--- config.mk ---
export PLATFORM = sky130hd
export DESIGN_NAME = regfile_scoreboard
export DESIGN_NICKNAME = d
export VERILOG_FILES = /design/src/rtl/regfile_scoreboard.sv
export SDC_FILE = /design/constraint.sdc
export NUM_CORES = 2
export LEC_CHECK = 0
export ABC_AREA = 1
export CORE_ASPECT_RATIO = 2
export CORE_MARGIN = 3
export CORE_UTILIZATION = 25
export DETAILED_ROUTE_END_ITERATION = 12
export PLACE_DENSITY_LB_ADDON = 0.15
export SLEW_MARGIN = 20
export SYNTH_ARGS = -nofsm -noshare
export SYNTH_HDL_FRONTEND = slang
export SYNTH_SLANG_ARGS = --single-unit
--- constraint.sdc ---
create_clock -name clk -period 3.5 [get_ports clk]
set_input_delay 0.7 -clock clk [delete_from_list [all_inputs] [get_ports clk]]
set_output_delay 0.7 -clock clk [all_outputs]
set_load 0.02 [all_outputs]
--- src/rtl/regfile_scoreboard.sv ---
// Integer register file with two bypassed read ports and a per-register
// pending-write counter that drives decode stall and hazard signalling.
module regfile_scoreboard #(
    parameter int unsigned XLEN     = 32,
    parameter int unsigned NUM_REGS = 32,
    parameter int unsigned ADDR_W   = 5,
    parameter int unsigned PEND_W   = 2
) (
    input  logic              clk,
    input  logic              reset,
    input  logic [ADDR_W-1:0] read_reg1,
    input  logic [ADDR_W-1:0] read_reg2,
    output logic [XLEN-1:0]   read_data1,
    output logic [XLEN-1:0]   read_data2,
    output logic              hazard1,
    output logic              hazard2,
    input  logic              issue_valid,
    input  logic              issue_has_dest,
    input  logic [ADDR_W-1:0] issue_dest,
    output logic              issue_ready,
    input  logic              write_enable,
    input  logic [ADDR_W-1:0] write_reg,
    input  logic [XLEN-1:0]   write_data,
    input  logic              flush,
    output logic              wb_underflow
);

    localparam logic [PEND_W-1:0] PendMax = '1;
    localparam logic [PEND_W-1:0] PendOne = PEND_W'(1);

    logic [XLEN-1:0]   regs_q [NUM_REGS];
    logic [PEND_W-1:0] pend_q [NUM_REGS];
    logic [PEND_W-1:0] pend_d [NUM_REGS];
    logic              underflow_q, underflow_d;

    logic              retire;
    logic              accept;
    logic [NUM_REGS-1:0] inc_vec, dec_vec;

    assign retire = write_enable && (write_reg != '0);

    // A same-cycle retire frees a slot, so a saturated counter can still accept.
    always_comb begin
        issue_ready = 1'b1;
        if (issue_has_dest && (issue_dest != '0) && (pend_q[issue_dest] == PendMax) &&
            !(retire && (write_reg == issue_dest))) begin
            issue_ready = 1'b0;
        end
    end

    assign accept = issue_valid && issue_has_dest && (issue_dest != '0) && issue_ready;

    always_comb begin
        underflow_d = underflow_q;
        inc_vec     = '0;
        dec_vec     = '0;
        for (int i = 0; i < NUM_REGS; i++) begin
            inc_vec[i] = accept && (issue_dest == ADDR_W'(i));
            dec_vec[i] = retire && (write_reg == ADDR_W'(i));
            pend_d[i]  = pend_q[i];
            if (flush) begin
                pend_d[i] = '0;
            end else if (inc_vec[i] && !dec_vec[i]) begin
                pend_d[i] = pend_q[i] + PendOne;
            end else if (dec_vec[i] && !inc_vec[i]) begin
                if (pend_q[i] == '0) begin
                    underflow_d = 1'b1;
                end else begin
                    pend_d[i] = pend_q[i] - PendOne;
                end
            end
        end
    end

    always_comb begin
        read_data1 = regs_q[read_reg1];
        read_data2 = regs_q[read_reg2];
        if (read_reg1 == '0) begin
            read_data1 = '0;
        end else if (retire && (write_reg == read_reg1)) begin
            read_data1 = write_data;
        end
        if (read_reg2 == '0) begin
            read_data2 = '0;
        end else if (retire && (write_reg == read_reg2)) begin
            read_data2 = write_data;
        end
    end

    // Hazard drops when this cycle's retire drains the last outstanding write.
    always_comb begin
        hazard1 = (pend_q[read_reg1] != '0) &&
                  !(dec_vec[read_reg1] && !inc_vec[read_reg1] && (pend_q[read_reg1] == PendOne));
        hazard2 = (pend_q[read_reg2] != '0) &&
                  !(dec_vec[read_reg2] && !inc_vec[read_reg2] && (pend_q[read_reg2] == PendOne));
    end

    assign wb_underflow = underflow_q;

    always_ff @(posedge clk) begin
        if (reset) begin
            for (int i = 0; i < NUM_REGS; i++) begin
                regs_q[i] <= '0;
                pend_q[i] <= '0;
            end
            underflow_q <= 1'b0;
        end else begin
            if (retire) begin
                regs_q[write_reg] <= write_data;
            end
            for (int i = 0; i < NUM_REGS; i++) begin
                pend_q[i] <= pend_d[i];
            end
            underflow_q <= underflow_d;
        end
    end

endmodule
**After elaboration in Yosys (flattened, before gate mapping)**

Memory sizes are Yosys's and may differ from the RTL's.
Cells that the tools add are included.

- Bits in registers: 1
- ROM bits: 0
- Logic and storage cells: 733
- Output and inout bits: 68
- RAM bits: 1088
- Input bits: 58
- Memories kept: 2
- Latch bits: 0

- Add/subtract/negate cells: 64
- Reductions and logical operators: 254
- Mux-type cells: 310
- Shifts and indexed selects: 0
- Multiply operators: 0
- Equality and inequality tests: 68
- Bitwise operators: 32
- Magnitude comparators: 2
- Div/mod/pow operators: 0

Memory list:

| memory | depth | bits a word | rd ports | clocked after memory_dff | write ports | line | source |
|---|---|---|---|---|---|---|---|
| regs_q | 32 | 32 | 2 | 0 | 32 | 31 | `logic [XLEN-1:0] regs_q [NUM_REGS];` |
| pend_q | 32 | 2 | 35 | 0 | 32 | 32 | `logic [PEND_W-1:0] pend_q [NUM_REGS];` |

Operators with widths:

| cell | count |
|---|---|
| 2-bit 2-to-1 mux | 160 |
| 5-bit == test (second input constant) | 32 |
| 32-bit 2-to-1 mux | 5 |
| 1-bit logical AND | 144 |
| 1-bit 2-to-1 mux | 140 |
| 5-bit by 4-bit == test with 1-bit output (second input constant) | 16 |
| 1-bit logical NOT | 69 |
| 2-bit by 1-bit adder with 2-bit output (second input constant) | 32 |
| 2-bit logical NOT | 32 |
| 2-bit by 1-bit subtractor with 2-bit output (second input constant) | 32 |
| 5-bit by 3-bit == test with 1-bit output (second input constant) | 8 |
| 1-bit OR | 32 |
| 32-bit OR reduction | 1 |
| 1-bit binary-select mux with 5-bit select | 4 |
| 5-bit by 2-bit == test with 1-bit output (second input constant) | 4 |
| 5-bit logical NOT | 4 |
| 5-bit == test | 3 |
| 5-bit by 6-bit less-than comparator with 1-bit output (second input constant) | 2 |
| 5-bit by 1-bit == test with 1-bit output (second input constant) | 2 |
| 5-bit nonzero test | 2 |
| 5-bit 2-to-1 mux | 1 |
| 2-bit by 1-bit == test with 1-bit output (second input constant) | 2 |
| 2-bit nonzero test | 2 |
| 2-bit == test (second input constant) | 1 |

**Logic depth before layout (Yosys ltp)**

- Word-level depth: 137
- Gate-level depth with buffers: 28

**Least setup slack after synthesis**

OpenSTA, ideal clock, no wires.

- Kind: input to output
- Start: input port read_reg1[1]
- End: output port read_data1[19]
- Cell stages on the path: 8
- Arrival: 2742 ps
- Buffers on the path: 3
- Path slack: 58 ps
- Required time: 2800 ps
- Path through: clkbuf_1 > nor2_1 > buf_2 > buf_1 > a221oi_1 > a221oi_1 > a21oi_1 > a221oi_1

- Longest elaborated chain between the ends: 4

RTL lines:

| what | line | source |
|---|---|---|
| from (decl) | 11 | `input logic [ADDR_W-1:0] read_reg1,` |
| parallel branches: the longest is 3 deep, another holds memory 32 x 32 bit | n/a |  |
| 32-bit 2-to-1 mux (*) | 78 | `if (read_reg1 == '0) begin` |
| to (decl) | 13 | `output logic [XLEN-1:0] read_data1,` |

Mark *: on every way between the ends.

==> results.yml <==
final_layout:
  final_common_cell: "nor2_1"
  instances_no_fill: 11265
  syn_to_final_growth_pct: 41.9
  nets: 8071
  utilization_pct: 35.6
  fillers: 24574
  layout.cells.most_common_list: "nor2_1, edfxtp_1, buf_4, inv_1, nand2_1"
  multi_input_area_um2: 27700
  drive_gt1_share_pct: 28.0
  design_area_um2: 86600
  regArea_um2: 32100
critical_path:
  worst_r2r_endpoint: "wb_underflow$_SDFF_PP0_"
  slowest_stage: "dfxtp_2"
  cp_data_arrival_time_ns: 3.38
  path_depth: 23
  ff2ff_path_depth: 29
  cp_num_buf_inv: 5
  critPathMostFrequentCell: "nand2_1"
  r2r_slack_ns: 0.14
  cp_top_family: "simple AND/OR/NAND/NOR gates"
  path_class: "reg -> out"
  r2r-start: "pend_q[27][0]$_SDFFE_PP0P_"
  cp-end-kind: "output pin"
  max_stage_delay_ns: 0.41
  critPathMaxFanout: 6
  cp.required_ns: 2.80
  crit_chain: "nand2_1 > o21ai_4 > nand2_1 > nand2_1 > nand2_1 > nand2_1 > inv_1 > nand2_2 > nand2_2 > nand2_2 > nand3_4 > buf_12 > buf_4 > nand3_2 > buf_4 > o21ai_1 > nor2_1 > nand2_2 > nand3_2 > nand3_2 > nand3_2 > nand2_4 > buf_6"
  crit_path_end: "hazard1"
  start_kind: "register"
  crit_path_start: "pend_q[25][0]$_SDFFE_PP0P_"
power:
  cellPowerDensity_nw_per_um2: 405
  p_leak_nw: 33.9
  finalPower_mw: 35.0
  vdd_drop_max_v: 0.000358
floorplanning:
  die_y_um: 705
  die_area_um2: 250000
  die_w_um: 355
  coreArea_um2: 243000
  core.rowCount: 256
  io_pins: 126
  start_util_pct: 25.1
placed_design:
  place_congestion: 0.953
  dp_hpwl_mm: 267
  pre_cts_ws_ns: -1.35
  portBuffers: 125
  dp.cells: 10879
  placed_area_um2: 75300
synthesis:
  synthTopCellsByArea: "edfxtp_1, nor2_1, a21oi_1"
  synth_top_area_cell: "edfxtp_1"
  syn_inst: 7016
  yosysSeqAreaShare_pct: 52.5
  avgSynthCellArea_um2: 8.70
  synth_edf_count: 1024
  synth-async-reset-ratio_pct: 0
  synth_cell_types: 51
  synth_top_area_share_pct: 50.4
  synth-seq-cells: 1089
  ys_warn_count: 0
  ys.flop_type: "edfxtp_1"
  syn_area_um2: 61000
global_routing:
  grt_pass1_vias: 62710
  grt_max_degree: 55
  grt.total_usage_pct: 29.4
  gr-total-overflow: 0
  antenna_found_initial: 15
  grt_pass1_wl_mm: 513
timing:
  setup_violations: 50
  worst_slack_ns: -0.576
  period_share_pct: 116
  finClkSkew_ns: 0.0442
  hold_viol: 0
  slew_headroom_pct: 36.3
  tightestPinTransition_ns: 0.955
  fin_crit_ns: 4.08
  finalSetupTns_ns: -6.54
  holdWs_ns: 0.229
  final_max_slew_viol_count: 0
  rsz0062_at_grt: "yes"
  timing.fmax_mhz: 245
routing:
  drtIter0Drc: 6821
  viasPerCell: 5.61
  drt_wl_total_mm: 384
  antenna_left: 0
  firstDrtPassIters: 7
  num_vias: 63142
  routedWlPerCell_um: 34.1
  drc: 0
clock_network:
  htreeDepth: 3
  cts_made_buffers: 110
  clock-root-buffer: "clkbuf_16"
  hold_buffers: 0
  cts_tree: "built"
  path_clk_slew_ns: 0.06
  clock_sinks: 1089
  cts_buffer_depth: 3
  clock_latency_ns: 0.78
worst_hold_path:
  hold_class: "in -> reg"
job:
  maxCapViolCount: 0
status:
  failed_checks: "setup timing"
  outcome: "finished with violations"
[logic make-up (layout without fill, tap and decap cells)]
group,after synthesis,in the layout,synth area share (%)
other cells,1,35,0.00614
xor+xnor,12,12,0.172
flops,1089,1089,52.5
simple gates,2224,2224,14.4
compound gates,2224,2224,22.8
fa+ha+maj,62,62,1.27
buf+inv,1404,2394,8.78
[worst reg2reg max path, delay by kind of cell, from the launching register on]
family / cells / cell delay, ns
DFF: 1 / 0.37
AOI/OAI and AO/OA: 7 / 0.96
and+or+nand+nor: 14 / 0.98
adders and majority gates: 1 / 0.19
buffers and inverters: 7 / 0.74
[what timing repair did]
action | 4_1_cts | 5_1_grt
pin swaps | 133 | 244
cloned | 18 | 14
setup buffers | 106 | 102
resized for setup | 994 | 583
setup endpoints to repair | 74 | 67
[worst min path at each step]
stage	start	endpoint	slack, ns	cells past startpoint
global placement	wb_underflow$_SDFF_PP0_	wb_underflow$_SDFF_PP0_	0.56	2
global route	reset	wb_underflow$_SDFF_PP0_	0.20	2
finish	reset	wb_underflow$_SDFF_PP0_	0.23	2
CTS	reset	wb_underflow$_SDFF_PP0_	0.19	2
detailed placement	wb_underflow$_SDFF_PP0_	wb_underflow$_SDFF_PP0_	0.56	2
floorplan	pend_q[0][1]$_SDFFE_PP0P_	pend_q[0][1]$_SDFFE_PP0P_	0.44	2
[layout make-up]
cell class	instances	area share (%)
Timing Repair Buffer	1445	18.7
Sequential cell	1089	37.1
Timing Repair inverter	1	0.0188
Tap cell	3225	4.66
Clock buffer	130	3.31
Clock inverter	68	0.793
Multi-Input combinational cell	4554	32.0
Inverter	750	3.43
Antenna cell	3	0.00867
[cell usage after synthesis, types with 3 or more instances]
library cell / number
buf_2: 32
a21oi_1: 674
nand3_1: 170
nand2_1: 736
o2111ai_1: 12
clkbuf_1: 542
nand2_2: 5
a211oi_1: 87
nand4_1: 40
nor2_1: 1226
xnor2_1: 4
o221a_2: 3
a32oi_1: 3
nand4_2: 4
a31oi_1: 13
inv_2: 12
o41ai_1: 11
o22ai_1: 42
o21ai_0: 660
o21ai_1: 9
buf_4: 3
edfxtp_1: 1024
nand3_2: 4
a22oi_1: 124
a21boi_0: 15
o311ai_0: 11
buf_1: 72
buf_6: 5
o211ai_1: 83
inv_1: 732
nor3_1: 33
a32o_1: 13
a221o_1: 18
xor2_1: 8
o31ai_1: 14
ha_1: 62
clkinv_1: 6
a221oi_1: 147
o221ai_1: 277
dfxtp_1: 65
[routing by layer]
metal  wire length, µm  GRT usage [%]  vias to the layer above
li1                  -              -                    26731
met1            130000           31.1                    31643
met2            188000           51.0                     3480
met3             27300           5.20                     1280
met4             39000           23.7                        8
met5                51              0                        -
[state kept, by name (all words and copies together), names as in the netlist]
signal	count
regs_q	1024
pend_q	64
wb_underflow	1
[power breakdown]
part	leakage, nW	total, mW	internal (mW)	switching (mW)
clock	1.73	12.5	6.67	5.79
combinational	21.9	7.34	2.62	4.72
sequential	10.3	15.2	14.9	0.328
No activity file was read; power rests on OpenSTA's default activity.
